$ cat src/rtl/parallel_traffic_source_if.sv
// Local-port bundle between a traffic source and its router: req/busy handshake plus status.
// stall_cycles exists only when SRC_STALL_CNT_EN is defined.
interface parallel_traffic_source_if #(
    parameter int DW = 20
);
    logic          send;
    logic          busy;
    logic          req;
    logic [DW-1:0] data;
    logic          done;
    logic [15:0]   tx_count;
`ifdef SRC_STALL_CNT_EN
    logic [15:0]   stall_cycles;
`endif

    modport master (
        input  send,
        input  busy,
        output req,
        output data,
        output done,
        output tx_count
`ifdef SRC_STALL_CNT_EN
        , output stall_cycles
`endif
    );

    modport slave (
        output send,
        output busy,
        input  req,
        input  data,
        input  done,
        input  tx_count
`ifdef SRC_STALL_CNT_EN
        , input  stall_cycles
`endif
    );
endinterface

$ cat src/rtl/parallel_traffic_source.sv
// NoC single-flit injector (list/random/fixed dest, LFSR-gated rate); req one edge after firing GEN, max 1 flit/3 cycles.
// Holds req/data until busy=0; optional stall counter under SRC_STALL_CNT_EN.
module parallel_traffic_source #(
    parameter int          ID           = 0,
    parameter int          ADDR_BITS    = 4,
    parameter int          PAYLOAD_SIZE = 16,
    parameter int          NUM_NODES    = 16,
    parameter int          MODE         = 0,
    parameter int          DESTS        = 1,
    parameter int          LOOP         = 1,
    parameter int          DEST         = 0,
    parameter int          PIR          = 256,
    parameter int          MAX_PKTS     = 0,
    parameter logic [15:0] SEED         = 16'hACE1,
    parameter string       TRAFFIC_FILE = "",
    // Destination list; entry i at [i*ADDR_BITS +: ADDR_BITS]
    parameter logic [DESTS*ADDR_BITS-1:0] DEST_LIST = '0
) (
    input  logic clk,
    input  logic reset,
    parallel_traffic_source_if.master bus
);
    localparam int          DW       = PAYLOAD_SIZE + ADDR_BITS;
    localparam int          SEQ_W    = PAYLOAD_SIZE - ADDR_BITS;
    localparam int          IDX_W    = (DESTS > 1) ? $clog2(DESTS) : 1;
    localparam logic [IDX_W-1:0] LAST_IDX = IDX_W'(DESTS - 1);
    localparam logic [15:0] SEED_X   = SEED ^ 16'(ID);
    localparam logic [15:0] EFF_SEED = (SEED_X == 16'h0000) ? 16'h0001 : SEED_X;

    typedef enum logic [2:0] {IDLE, GEN, REQ, GAP, DONE} state_t;

    logic [ADDR_BITS-1:0] mem [DESTS];

    generate
        for (genvar i = 0; i < DESTS; i++) begin : g_ent
            assign mem[i] = DEST_LIST[i*ADDR_BITS +: ADDR_BITS];
        end
    endgenerate

    state_t               state;
    logic [15:0]          lfsr;
    logic [IDX_W-1:0]     index;
    logic                 eol;
    logic                 req_q;
    logic                 done_q;
    logic [DW-1:0]        data_q;
    logic [15:0]          tx_cnt;

    logic                 fb;
    logic                 fire;
    logic [ADDR_BITS-1:0] cand;
    logic                 cand_ok;
    logic                 limit_hit;
    logic [SEQ_W-1:0]     seq;

    assign fb        = lfsr[15] ^ lfsr[13] ^ lfsr[12] ^ lfsr[10];
    assign fire      = ({1'b0, lfsr[7:0]} < 9'(PIR));
    assign limit_hit = (MAX_PKTS != 0) && (tx_cnt == 16'(MAX_PKTS));
    assign seq       = SEQ_W'(tx_cnt);

    always_comb begin
        cand    = ADDR_BITS'(DEST);
        cand_ok = 1'b1;
        case (MODE)
            0: cand = mem[index];
            1: begin
                cand    = lfsr[15 -: ADDR_BITS];
                cand_ok = (32'(cand) < 32'(NUM_NODES)) && (32'(cand) != 32'(ID));
            end
            default: ;
        endcase
    end

    always_ff @(posedge clk or negedge reset) begin
        if (!reset) begin
            state  <= IDLE;
            lfsr   <= EFF_SEED;
            index  <= '0;
            eol    <= 1'b0;
            req_q  <= 1'b0;
            done_q <= 1'b0;
            data_q <= '0;
            tx_cnt <= '0;
        end else begin
            lfsr <= {lfsr[14:0], fb};
            case (state)
                IDLE: if (bus.send && !done_q) state <= GEN;
                GEN: begin
                    if (!bus.send) begin
                        state <= IDLE;
                    end else if (fire && cand_ok) begin
                        data_q <= {seq, ADDR_BITS'(ID), cand};
                        req_q  <= 1'b1;
                        state  <= REQ;
                    end
                end
                // send is deliberately ignored here: an offered flit is never withdrawn
                REQ: begin
                    if (!bus.busy) begin
                        req_q  <= 1'b0;
                        tx_cnt <= tx_cnt + 16'd1;
                        if (MODE == 0) begin
                            if (index == LAST_IDX) begin
                                if (LOOP != 0) index <= '0;
                                else           eol   <= 1'b1;
                            end else begin
                                index <= index + IDX_W'(1);
                            end
                        end
                        state <= GAP;
                    end
                end
                GAP: begin
                    if (limit_hit || eol) begin
                        done_q <= 1'b1;
                        state  <= DONE;
                    end else begin
                        state <= GEN;
                    end
                end
                DONE:    ;
                default: state <= IDLE;
            endcase
        end
    end

    assign bus.req      = req_q;
    assign bus.data     = data_q;
    assign bus.done     = done_q;
    assign bus.tx_count = tx_cnt;

`ifdef SRC_STALL_CNT_EN
    logic [15:0] stall_q;

    always_ff @(posedge clk or negedge reset) begin
        if (!reset) begin
            stall_q <= '0;
        end else if (req_q && bus.busy && (stall_q != 16'hFFFF)) begin
            stall_q <= stall_q + 16'd1;
        end
    end

    assign bus.stall_cycles = stall_q;
`endif
endmodule
$ cat src/flat_wrapper.sv
// flat-port wrapper written by rule: the top's interface ports become plain ports
module parallel_traffic_source_flat 
#(
    parameter int          ID           = 0,
    parameter int          ADDR_BITS    = 4,
    parameter int          PAYLOAD_SIZE = 16,
    parameter int          NUM_NODES    = 16,
    parameter int          MODE         = 0,
    parameter int          DESTS        = 1,
    parameter int          LOOP         = 1,
    parameter int          DEST         = 0,
    parameter int          PIR          = 256,
    parameter int          MAX_PKTS     = 0,
    parameter logic [15:0] SEED         = 16'hACE1,
    parameter string       TRAFFIC_FILE = "",
                                                              
    parameter logic [DESTS*ADDR_BITS-1:0] DEST_LIST = '0
)
  (clk, reset, bus_send, bus_busy, bus_req, bus_data, bus_done, bus_tx_count);
  parallel_traffic_source_if bus_i ();
  input  logic clk;
  input  logic reset;
  input wire logic [$bits(bus_i.send)-1:0] bus_send;
  input wire logic [$bits(bus_i.busy)-1:0] bus_busy;
  output wire logic [$bits(bus_i.req)-1:0] bus_req;
  output wire logic [$bits(bus_i.data)-1:0] bus_data;
  output wire logic [$bits(bus_i.done)-1:0] bus_done;
  output wire logic [$bits(bus_i.tx_count)-1:0] bus_tx_count;
  assign bus_i.send = bus_send;
  assign bus_i.busy = bus_busy;
  assign bus_req = bus_i.req;
  assign bus_data = bus_i.data;
  assign bus_done = bus_i.done;
  assign bus_tx_count = bus_i.tx_count;
  parallel_traffic_source #(.ID(ID), .ADDR_BITS(ADDR_BITS), .PAYLOAD_SIZE(PAYLOAD_SIZE), .NUM_NODES(NUM_NODES), .MODE(MODE), .DESTS(DESTS), .LOOP(LOOP), .DEST(DEST), .PIR(PIR), .MAX_PKTS(MAX_PKTS), .SEED(SEED), .TRAFFIC_FILE(TRAFFIC_FILE), .DEST_LIST(DEST_LIST)) u_core (.clk(clk), .reset(reset), .bus(bus_i));
endmodule
$ cat config.mk
export PLATFORM = sky130hd
export DESIGN_NAME = parallel_traffic_source_flat
export DESIGN_NICKNAME = d
export VERILOG_FILES = /design/src/rtl/parallel_traffic_source_if.sv /design/src/rtl/parallel_traffic_source.sv /design/src/flat_wrapper.sv
export SDC_FILE = /design/constraint.sdc
export NUM_CORES = 1
export LEC_CHECK = 0
export ABC_AREA = 1
export CORE_MARGIN = 10
export CORE_UTILIZATION = 42
export DETAILED_ROUTE_END_ITERATION = 6
export PLACE_DENSITY = 0.75
export REMOVE_ABC_BUFFERS = 1
export SKIP_LAST_GASP = 1
export SLEW_MARGIN = 20
export SYNTH_ARGS = -nofsm -noshare
export SYNTH_HDL_FRONTEND = slang
export SYNTH_SLANG_ARGS = --single-unit
$ cat constraint.sdc
create_clock -name clk -period 1.35 [get_ports clk]
set_clock_uncertainty 0.05 [all_clocks]
set_input_delay 0.2025 -clock clk [delete_from_list [all_inputs] [get_ports clk]]
set_output_delay 0.2025 -clock clk [all_outputs]
set_load 0.02 [all_outputs]
* Word level (Yosys, flattened, before mapping)
Index checks and enable logic that the tools add are counted.
** Word-level totals
- Memory bits (read-only) :: 0
- Word-level logic and storage cells :: 32
- Memories :: 0
- Bits in latches :: 0
- Bits of input ports :: 4
- Register bits after elaboration :: 37
- Memory bits (writable) :: 0
** Operators by class
- Reduce and logical (&&, ||, !) cells :: 6
- $add $sub $neg :: 2
- Eq/ne operators :: 7
- Shift-type cells :: 0
- Bitwise gates (word level) :: 2
- Order comparisons :: 1
- Multipliers :: 0
- Div/mod/pow operators :: 0
- Mux-type cells :: 9
** Operator list (count)
- $add 16x1->16 const B :: 1
- $pmux 3 s5 :: 1
- $eq 3x2->1 const B :: 2
- $mux 3 :: 2
- $reduce_and 3->1 :: 2
- $mux 4 :: 1
- $ne 2x2->1 const B :: 2
- $reduce_and 2->1 :: 2
- $eq 3x1->1 const B :: 1
- $eq 3x3->1 const B :: 1
- $logic_not 3->1 :: 1
- $mux 1 :: 3
- $mux 2 :: 1
- $ne 2x1->1 const B :: 1
- $not 1->1 :: 2
- $pmux 1 s2 :: 1
- $reduce_bool 2->1 :: 1
- $add 1x1->1 const B :: 1
- $lt 1x1->1 const B :: 1

* Depth between registers and ports, before layout
Gate-level depths: netlist of the first run.
- Depth in word-level cells :: 3
- Mapped depth :: 8
- Mapped depth without buffers :: 8

* Worst setup path before layout of the first run
OpenSTA, ideal clock, no wires.
- Path type :: register to register
- Start :: register u_core.tx_cnt[1], in the netlist u_core.bus.tx_count[1]
- End :: register u_core.tx_cnt[12], in the netlist u_core.bus.tx_count[12]
- Period minus slack after synthesis :: 1.440 ns
- Slack :: -0.090 ns
- Stages on the path, launching flop included :: 7
- Library setup time :: 0.121 ns
- Buffers on the path :: 0
- Data arrival time :: 1.270 ns
- Cell sequence :: dfrtp_1 ha_1 nand3_1 nor2_2 nand3_1 o21ai_1 nand2_1
** On the way
- Longest elaborated chain between the ends :: 1
** Ends and longest elaborated chain
- start, declared :: line parallel_traffic_source.sv:47 : logic [15:0] tx_cnt;
- start signal, assigned :: line parallel_traffic_source.sv:101 : tx_cnt <= tx_cnt + 16'd1;
- $add 16x1->16 :: line parallel_traffic_source.sv:101
Every way passes these cells.
A chain may end at the register's enable or synchronous reset.

* Final worst setup path of the first run
Same ends and word-level chain as after synthesis.

==> results of run 1 <==
-- per-stage QoR --
step	util	hold slack (ns)
6_report	0.604	0.175
5_1_grt	0.604	0.192
4_1_cts	0.591	0.176
3_5_place_dp	0.573	0.427
3_3_place_gp	0.573	0.416
2_1_floorplan	-	-0.143
-- cell usage in the layout, fill, tap and decap left out, types with 5 or more instances in the layout --
cell                              netlist  routed
sky130_fd_sc_hd__nand3_1                8       6
sky130_fd_sc_hd__nor2_1                11       7
sky130_fd_sc_hd__conb_1                 1       9
sky130_fd_sc_hd__xor2_1                10      10
sky130_fd_sc_hd__mux2_1                 5       5
sky130_fd_sc_hd__o21ai_0               10      10
sky130_fd_sc_hd__clkbuf_2               0       7
sky130_fd_sc_hd__clkdlybuf4s15_1        0       8
sky130_fd_sc_hd__clkbuf_4               0       5
sky130_fd_sc_hd__nor2_2                 1       5
sky130_fd_sc_hd__buf_4                  9      21
sky130_fd_sc_hd__dlygate4sd2_1          0      14
sky130_fd_sc_hd__inv_1                 20      20
sky130_fd_sc_hd__nand2_1               38      37
sky130_fd_sc_hd__dfrtp_1               31      31
-- flip-flops by register name, indices dropped and copies added (netlist names) --
name                 flops
u_core.bus.data         12
u_core.bus.req           1
u_core.bus.tx_count     16
u_core.state             2
-- Yosys cell counts, drive strengths merged --
| master | number | area, um^2 |
|---|---|---|
| ha | 1 | 12.5 |
| mux2 | 5 | 56.3 |
| clkbuf | 1 | 3.75 |
| nand4 | 2 | 12.5 |
| inv | 23 | 86.3 |
| nand3 | 10 | 60.1 |
| nor2 | 14 | 70.1 |
| buf | 10 | 72.6 |
| nor3 | 3 | 15.0 |
| conb | 1 | 3.75 |
| dfrtp | 31 | 776 |
| xor2 | 10 | 87.6 |
| nand2 | 38 | 143 |
| o21ai | 11 | 55.1 |
-- per-layer routing --
metal / wire length [um] / track usage
met1: 1440 / 0.126
met5: 0 / 0
met3: 228 / 0.0484
met4: 59 / 0.0484
met2: 1610 / 0.177
-- worst max-delay path by stage --
| stage | to | startpoint | cells past startpoint | slack, ns |
|---|---|---|---|---|
| floorplan | u_core.bus.tx_count[12] | u_core.bus.tx_count[1] | 6 | -0.09 |
| global placement | u_core.bus.data[14] | bus_send | 4 | -0.14 |
| detailed placement | u_core.bus.tx_count[10] | bus_busy | 6 | -0.20 |
| CTS | bus_tx_count[5] | u_core.bus.tx_count[5] | 1 | -0.04 |
| global route | u_core.bus.tx_count[12] | u_core.bus.tx_count[1] | 6 | -0.09 |
| finish | u_core.bus.tx_count[12] | u_core.bus.tx_count[1] | 6 | 0.009 |
-- report_power, final --
group	internal [mW]	switching [mW]	total, mW
logic	0.598	0.795	1.39
clock network	0.306	0.303	0.609
registers	1.17	0.177	1.35
-- kinds of logic after synthesis --
| family | count (synthesis) | synth area share |
|---|---|---|
| buf+inv | 34 | 0.112 |
| compound gates | 11 | 0.0379 |
| simple gates | 67 | 0.207 |
| xor+xnor | 10 | 0.0602 |
| fa+ha+maj | 1 | 0.00860 |
| other cells | 1 | 0.00258 |
| mux | 5 | 0.0387 |
| flops | 31 | 0.534 |
-- final cells by class --
type                            instances  share of cell area
Inverter                               23              0.0428
Timing Repair Buffer                   54               0.221
Tap cell                               46              0.0286
Clock buffer                            8              0.0341
Sequential cell                        31               0.385
Multi-Input combinational cell        103               0.289
-- critical path: stages (launching register included) --
cell                      delay [ns]
sky130_fd_sc_hd__dfrtp_1        0.41
sky130_fd_sc_hd__ha_2           0.21
sky130_fd_sc_hd__nand3_2        0.12
sky130_fd_sc_hd__nor2_2         0.14
sky130_fd_sc_hd__nand3_2        0.11
sky130_fd_sc_hd__o21ai_2        0.14
sky130_fd_sc_hd__nand2_1        0.05
-- what timing repair did --
item	4_1_cts	5_1_grt
setup buffers	2	5
resized for setup	36	25
endpoints found under the setup margin	32	24
hold buffers	0	0
pin swaps	0	5
==> results.sh, run 1 <==
export IMPL_slew_violations=0
export IMPL_globalRouteOverflowTotal=0
export IMPL_syn_cell_area_mm2=0.00145
export IMPL_post_place_cells=250
export IMPL_stdcell_count=265
export IMPL_post_route_cells_drive_above_1_share=0.242
export IMPL_core_region_area_mm2=0.00334
export IMPL_irDropWorstVdd_v=0.000983
export IMPL_die_width_um=78.8
export IMPL_insertion_delay_ns=0.33
export IMPL_cts_made_buffers=5
export IMPL_worst_setup_path_start_kind="flop"
export IMPL_synth_distinct_cells=20
export IMPL_cp_data_arrival_time_ns=1.52
export IMPL_routed_via_count=1181
export IMPL_synth_cells=160
export IMPL_num_io_pins=42
export IMPL_fin_tns_setup_ns=0
export IMPL_postRouteAntennaNets=0
export IMPL_grt_util_all_layers=0.111
export IMPL_fp_row_count=21
export IMPL_timing_fmax_mhz=746
export IMPL_layout_cell_area_non_filler_mm2=0.00202
export IMPL_worstSetupPathType="flop to flop"
export IMPL_ys_warnings_count=0
export IMPL_flow_area_growth_from_synthesis_pct=38.6
export IMPL_avgSynthCellArea_um2=9.09
export IMPL_cts_clk_slew_worst_paths_ns=0.10
export IMPL_clock_path_buffers=2
export IMPL_hold_violations=0
export IMPL_power_leakage_nw=1.07
export IMPL_post_place_ws_ns=-0.196
export IMPL_clk_root_buffer_cell="sky130_fd_sc_hd__clkbuf_4"
export IMPL_min_period_ns=1.34
export IMPL_route_detailed_drc=0
export IMPL_timing_critical_path_fanout_max=4
export IMPL_wirelength_mm=3.34
export IMPL_grt_max_degree=32
export IMPL_cts_sinks=31
export IMPL_first_pass_iters=4
export IMPL_gpl_final_weighted_congestion=0.790
export IMPL_first_global_vias=1234
export IMPL_synth_ff_latch_count=31
export IMPL_antenna_cell_count=0
export IMPL_rsz0062_at_grt="yes"
export IMPL_post_route_period_util=0.993
export IMPL_antenna_violations_before_repair=0
export IMPL_r2r_start="u_core.bus.tx_count[1]"
export IMPL_global_route_wire_length_before_repair_mm=5.63
export IMPL_hpwlAfterDp_mm=2.47
export IMPL_fp_dieH_um=78.8
export IMPL_placed_cell_area_mm2=0.00191
export IMPL_hold_class="input pin to async pin"
export IMPL_regToRegEndpoint="u_core.bus.tx_count[12]"
export IMPL_fp_dieArea_mm2=0.00621
export IMPL_dr_first_iter_drc_count=45
export IMPL_final_setup_viol_count=0
export IMPL_fin_ws_ns=0.00911
export IMPL_initial_utilization=0.436
export IMPL_finalNetCount=223
export IMPL_htree_levels=2
export IMPL_worst_ep_required_time_ns=1.52
export IMPL_multiInputGateArea_um2=582
export IMPL_max_cap_viol_count=0
export IMPL_count_of_port_buffers_added_during_placement=32
export IMPL_timing_reg2reg_worst_path_depth=6
export IMPL_p_per_area_mw_per_mm2=1660
export IMPL_total_power_mw=3.35
export IMPL_worstSetupEndpointType="flop"
export IMPL_reg2reg_slack_ns=0.009
export IMPL_cts_tree="done"
export IMPL_run_status="completed"
export IMPL_synth_yosys_seq_area_share=0.534
export IMPL_routedWlPerCell_um=12.6
export IMPL_register_area_um2=776
export IMPL_fillerInstances=308
export IMPL_route_detailed_vias_per_inst=4.46
Note: power is estimated with default switching activity, not from simulation.
==> run 2: changes to the inputs <==
--- a/config.mk
+++ b/config.mk
@@ -7,11 +7,10 @@
 export LEC_CHECK = 0
 export ABC_AREA = 1
 export CORE_MARGIN = 10
-export CORE_UTILIZATION = 42
+export CORE_UTILIZATION = 46
 export DETAILED_ROUTE_END_ITERATION = 6
-export PLACE_DENSITY = 0.75
+export PLACE_DENSITY = 0.78
 export REMOVE_ABC_BUFFERS = 1
-export SKIP_LAST_GASP = 1
 export SLEW_MARGIN = 20
 export SYNTH_ARGS = -nofsm -noshare
 export SYNTH_HDL_FRONTEND = slang
==> constraint.sdc (replaced) <==
create_clock -name clk -period 1.5 [get_ports clk]
set_clock_uncertainty 0.05 [all_clocks]
set_input_delay 0.225 -clock clk [delete_from_list [all_inputs] [get_ports clk]]
set_output_delay 0.225 -clock clk [all_outputs]
set_load 0.02 [all_outputs]
==> run 2 against run 1 <==
  * Wire length shrank 6.4%
  * Critical path depth decreased by 5
  * First-iteration DRC count grew 24%
  * Hold slack better by 0.051 ns
  * Via count shrank 3.2%
  * Sequential share of layout area up 2.1 points
  * Total power is 11% lower
  * Non-clock buffer count shrank 11
  * Combinational power is 22% lower
  * Sequential cell count unchanged
  * Global-route usage decreased by 0.13 points
  * Cell area is 4.8% lower
  * Critical path type is now flop to primary output
==> results.sh, run 2 (synthesis results as in run 1) <==
export IMPL_timing_fmax_mhz=712
export IMPL_wirelength_mm=3.12
export IMPL_ctsHoldBuffers=0
export IMPL_worstSetupEndpointType="primary output"
export IMPL_postRouteAntennaNets=0
export IMPL_cts_made_buffers=5
export IMPL_layout_core_utilization=0.633
export IMPL_grt_util_all_layers=0.109
export IMPL_htree_levels=2
export IMPL_antenna_cell_count=0
export IMPL_insertion_delay_ns=0.33
export IMPL_rsz0062_at_grt="yes"
export IMPL_cts_tree="done"
export IMPL_cts_clk_slew_worst_paths_ns=0.09
export IMPL_routed_via_count=1143
export IMPL_placed_cell_area_mm2=0.00185
export IMPL_post_place_cells=242
export IMPL_fillerInstances=262
export IMPL_flow_area_growth_from_synthesis_pct=31.9
export IMPL_netSwitchingPower_mw=1.09
export IMPL_post_route_period_util=0.936
export IMPL_r2r_start="u_core.bus.tx_count[0]"
export IMPL_max_cap_viol_count=0
export IMPL_min_period_ns=1.40
export IMPL_post_route_cells_drive_above_1_share=0.139
export IMPL_worstSetupStartpoint="u_core.bus.tx_count[5]"
export IMPL_worst_path_max_delay_cell="sky130_fd_sc_hd__dfrtp_1"
export IMPL_crit_chain="dlygate4sd2_1"
export IMPL_first_pass_iters=4
export IMPL_clock_path_buffers=2
export IMPL_run_status="completed"
export IMPL_max_reg_flops=16
export IMPL_first_global_vias=1139
export IMPL_irDropWorstVdd_v=0.000977
export IMPL_p_int_mw=1.88
export IMPL_count_of_port_buffers_added_during_placement=32
export IMPL_pwr_share_clk=0.226
export IMPL_crit_family="flip-flops"
export IMPL_cp_data_arrival_time_ns=1.13
export IMPL_timing_critical_path_fanout_max=5
export IMPL_gpl_final_weighted_congestion=0.830
export IMPL_critical_path_buf_inv_count=1
export IMPL_final_setup_viol_count=0
export IMPL_antenna_violations_before_repair=0
export IMPL_fp_dieArea_mm2=0.00581
export IMPL_routedWlPerCell_um=12.4
export IMPL_p_per_area_mw_per_mm2=1550
export IMPL_worst_setup_path_start_kind="flop"
export IMPL_grt_max_degree=32
export IMPL_fp_dieH_um=76.2
export IMPL_layout_cell_area_non_filler_mm2=0.00192
export IMPL_hold_violations=0
export IMPL_commonest_cells_after_routing_fill_and_taps_aside="38 x sky130_fd_sc_hd__nand2_1, 29 x sky130_fd_sc_hd__dlygate4sd2_1, 29 x sky130_fd_sc_hd__dfrtp_1"
export IMPL_global_route_wire_length_before_repair_mm=5.16
export IMPL_path_depth=1
export IMPL_initial_utilization=0.480
export IMPL_stdcell_count=252
export IMPL_hpwlAfterDp_mm=2.44
export IMPL_comb_power_share=0.364
export IMPL_fin_worst_hold_slack_ns=0.226
export IMPL_worst_path_largest_cell_delay_ns=0.44
export IMPL_route_detailed_vias_per_inst=4.54
export IMPL_power_leakage_nw=1.03
export IMPL_power_sequential_fraction=0.410
export IMPL_layout_commonest_cell="sky130_fd_sc_hd__nand2_1"
export IMPL_core_region_area_mm2=0.00303
export IMPL_route_detailed_drc=0
export IMPL_finalNetCount=212
export IMPL_cts_sinks=31
export IMPL_timing_reg2reg_worst_path_depth=6
export IMPL_worstSetupPathType="flop to primary output"
export IMPL_fin_tns_setup_ns=0
export IMPL_clk_root_buffer_cell="sky130_fd_sc_hd__clkbuf_4"
export IMPL_fp_row_count=20
export IMPL_hold_class="input pin to async pin"
export IMPL_worst_ep_required_time_ns=1.22
export IMPL_globalRouteOverflowTotal=0
export IMPL_switching_share=0.368
export IMPL_num_io_pins=42
export IMPL_die_width_um=76.2
export IMPL_slew_violations=0
export IMPL_dr_first_iter_drc_count=56
-- run 2: repair_timing --
action                                  4_1_cts  5_1_grt
endpoints found under the setup margin       29        4
gates resized for setup                      29        2
buffers inserted                              0        2
-- run 2: final timing paths --
path | end | slack (ns)
worst max-delay path | bus_tx_count[5] | 0.1
worst min-delay path | u_core.bus.tx_count[1] | 0.23
worst max register to register | u_core.bus.tx_count[12] | 0.13
worst min register to register | u_core.bus.data[10] | 0.44
max in group asynchronous | u_core.bus.tx_count[4] | 0.87
min in group clk | u_core.bus.data[10] | 0.44
-- run 2: area by class of cell --
cell class / count / area, um^2 / area share
Sequential cell: 31 / 778 / 0.406
Multi-Input combinational cell: 103 / 546 / 0.284
Timing Repair Buffer: 43 / 367 / 0.191
Inverter: 23 / 86.3 / 0.0450
Tap cell: 44 / 55.1 / 0.0287
Clock buffer: 6 / 51.3 / 0.0267
Clock inverter: 2 / 35.0 / 0.0183
-- run 2: through the flow --
| stage | worst slack [ns] | total power [mW] |
|---|---|---|
| 2_1_floorplan | 0.0597 | 1.84 |
| 3_3_place_gp | -0.0221 | 2.39 |
| 3_5_place_dp | -0.0731 | 2.44 |
| 4_1_cts | 0.0403 | 2.98 |
| 5_1_grt | -0.0100 | 3.18 |
| 6_report | 0.0963 | 2.97 |
-- run 2: per-layer routing --
layer,share of wire,vias to the layer above,GRT usage
li1,-,572,-
met1,0.45,531,0.122
met2,0.46,38,0.169
met3,0.077,2,0.0531
met4,0.011,0,0.0558
met5,0,-,0
-- run 2: power by group through the flow --
stage | clock network, mW | registers (mW) | logic (mW)
6_report | 0.671 | 1.22 | 1.08
2_1_floorplan | 0 | 1.45 | 0.387
5_1_grt | 0.731 | 1.26 | 1.20
4_1_cts | 0.691 | 1.23 | 1.06
3_3_place_gp | 0 | 1.23 | 1.16
3_5_place_dp | 0 | 1.25 | 1.19
==> run 3: changes to the inputs <==
--- a/config.mk
+++ b/config.mk
@@ -7,9 +7,9 @@
 export LEC_CHECK = 0
 export ABC_AREA = 1
 export CORE_MARGIN = 10
-export CORE_UTILIZATION = 46
+export CORE_UTILIZATION = 45
 export DETAILED_ROUTE_END_ITERATION = 6
-export PLACE_DENSITY = 0.78
+export PLACE_DENSITY = 0.76
 export REMOVE_ABC_BUFFERS = 1
 export SLEW_MARGIN = 20
 export SYNTH_ARGS = -nofsm -noshare
==> run 3 against run 2 <==
  * Utilization decreased by 1.6 points
  * Global-route usage shrank 0.49 points
  * Combinational power is 5% lower
  * Final cell count shrank 0.79%
  * Via count decreased by 3.0%
  * Sequential power is essentially flat
  * Critical endpoint is now bus_tx_count[6]
  * Largest cell class unchanged
  * Highest routed layer unchanged
==> results.sh, run 3 (synthesis results as in run 1) <==
export IMPL_top_layer_used="met4"
export IMPL_wirelength_met1_mm=1.29
export IMPL_p_per_area_mw_per_mm2=1540
export IMPL_routedWlPerCell_um=12.1
export IMPL_finalNetCount=210
export IMPL_num_io_pins=42
export IMPL_flow_area_growth_from_synthesis_pct=30.7
export IMPL_clock_path_buffers=2
export IMPL_multiInputGateArea_um2=546
export IMPL_grt_util_all_layers=0.104
export IMPL_globalRouteOverflowTotal=0
export IMPL_routed_via_count=1109
export IMPL_irDropWorstVdd_v=0.00106
export IMPL_timing_fmax_mhz=702
export IMPL_global_route_wire_length_before_repair_mm=5.08
export IMPL_worst_path_largest_cell_delay_ns=0.45
export IMPL_worstSetupPathType="flop to primary output"
export IMPL_fin_worst_hold_slack_ns=0.222
export IMPL_r2r_start="u_core.bus.tx_count[1]"
export IMPL_cts_clk_slew_worst_paths_ns=0.10
export IMPL_commonest_cells_after_routing_fill_and_taps_aside="38 x sky130_fd_sc_hd__nand2_1, 31 x sky130_fd_sc_hd__dfrtp_1, 29 x sky130_fd_sc_hd__dlygate4sd2_1"
export IMPL_worst_path_max_delay_cell="sky130_fd_sc_hd__dfrtp_1"
export IMPL_fillerInstances=280
export IMPL_hold_violations=0
export IMPL_hold_class="input pin to async pin"
export IMPL_cts_sinks=31
export IMPL_gpl_final_weighted_congestion=0.817
export IMPL_insertion_delay_ns=0.33
export IMPL_cts_made_buffers=5
export IMPL_wirelength_mm=3.02
export IMPL_antenna_cell_count=0
export IMPL_postRouteAntennaNets=0
export IMPL_final_setup_viol_count=0
export IMPL_worst_ep_required_time_ns=1.22
export IMPL_first_global_vias=1126
export IMPL_clk_root_buffer_cell="sky130_fd_sc_hd__clkbuf_4"
export IMPL_timing_critical_path_fanout_max=6
export IMPL_met3_length_um=318
export IMPL_run_status="completed"
export IMPL_max_reg_flops=16
export IMPL_cts_tree="done"
export IMPL_power_leakage_nw=1.02
export IMPL_antenna_violations_before_repair=0
export IMPL_cp_data_arrival_time_ns=1.15
export IMPL_rsz0062_at_grt="no"
export IMPL_fp_dieH_um=76.8
export IMPL_route_met2_wl_mm=1.38
export IMPL_worstSetupEndpointType="primary output"
export IMPL_layout_commonest_cell="sky130_fd_sc_hd__nand2_1"
export IMPL_first_pass_iters=4
export IMPL_htree_levels=2
export IMPL_route_detailed_vias_per_inst=4.44
export IMPL_slew_violations=0
export IMPL_worstSetupStartpoint="u_core.bus.tx_count[6]"
export IMPL_grt_max_degree=32
export IMPL_fp_dieArea_mm2=0.00590
export IMPL_route_detailed_drc=0
export IMPL_max_cap_viol_count=0
export IMPL_layout_core_utilization=0.617
export IMPL_crit_family="flip-flops"
export IMPL_register_area_um2=776
export IMPL_initial_utilization=0.472
export IMPL_die_width_um=76.8
export IMPL_ctsHoldBuffers=0
export IMPL_post_route_period_util=0.949
export IMPL_worst_setup_path_start_kind="flop"
export IMPL_count_of_port_buffers_added_during_placement=32
export IMPL_hpwlAfterDp_mm=2.39
export IMPL_dr_first_iter_drc_count=67
export IMPL_min_period_ns=1.42
export IMPL_critical_path_buf_inv_count=1
export IMPL_fp_row_count=20
export IMPL_core_region_area_mm2=0.00308
export IMPL_crit_chain="dlygate4sd2_1"
export IMPL_post_route_cells_drive_above_1_share=0.121
[run 3: timing repair]
| item | 4_1_cts | 5_1_grt |
|---|---|---|
| gates resized for setup | 29 | 0 |
| setup buffers | 0 | 0 |
| endpoints found under the setup margin | 29 | 0 |
[run 3: layout make-up]
type / instances / share of cell area
Clock buffer: 6 / 0.0270
Clock inverter: 2 / 0.0184
Inverter: 23 / 0.0454
Multi-Input combinational cell: 103 / 0.287
Sequential cell: 31 / 0.408
Tap cell: 44 / 0.0290
Timing Repair Buffer: 41 / 0.185
[run 3: through the flow]
| stage | instances | TNS, ns | power, mW | cell area (um^2) | setup slack [ns] |
|---|---|---|---|---|---|
| final | 250 | 0 | 2.93 | 1900 | 0.0763 |
| after global routing | 250 | 0 | 3.13 | 1900 | 0.00335 |
| after CTS | 250 | 0 | 2.97 | 1900 | 0.0523 |
| after detailed placement | 242 | -0.322 | 2.43 | 1850 | -0.0536 |
| after global placement | 242 | -0.125 | 2.39 | 1850 | -0.0212 |
| after floorplan | 157 | 0 | 1.84 | 1410 | 0.0597 |
[run 3: path summary, 6_finish.rpt]
kind | endpoint | cells after the start | slack (ns)
max | bus_tx_count[6] | 1 | 0.08
min | u_core.bus.data[8] | 2 | 0.22
max reg2reg | u_core.bus.tx_count[10] | 5 | 0.11
min reg2reg | u_core.bus.data[9] | 2 | 0.44
max in group asynchronous | u_core.bus.req | 2 | 0.89
min in group clk | u_core.bus.data[9] | 2 | 0.44
[run 3: layer usage]
metal  up-vias  track usage
li1        565            -
met1       502        0.110
met2        37        0.166
met3         5       0.0676
met4         0       0.0335
met5         -            0
[run 3: worst reg2reg max path, delay by kind of cell (launching register included)]
family / cells / cell delay, ns
xor+xnor: 1 / 0.14
fa+ha+maj: 1 / 0.19
flops: 1 / 0.41
simple gates: 3 / 0.49
[run 3: report_power, final]
part	internal, mW	switching [mW]
Clock	0.394	0.277
Sequential	1.05	0.171
Combinational	0.398	0.635
Total	1.84	1.08
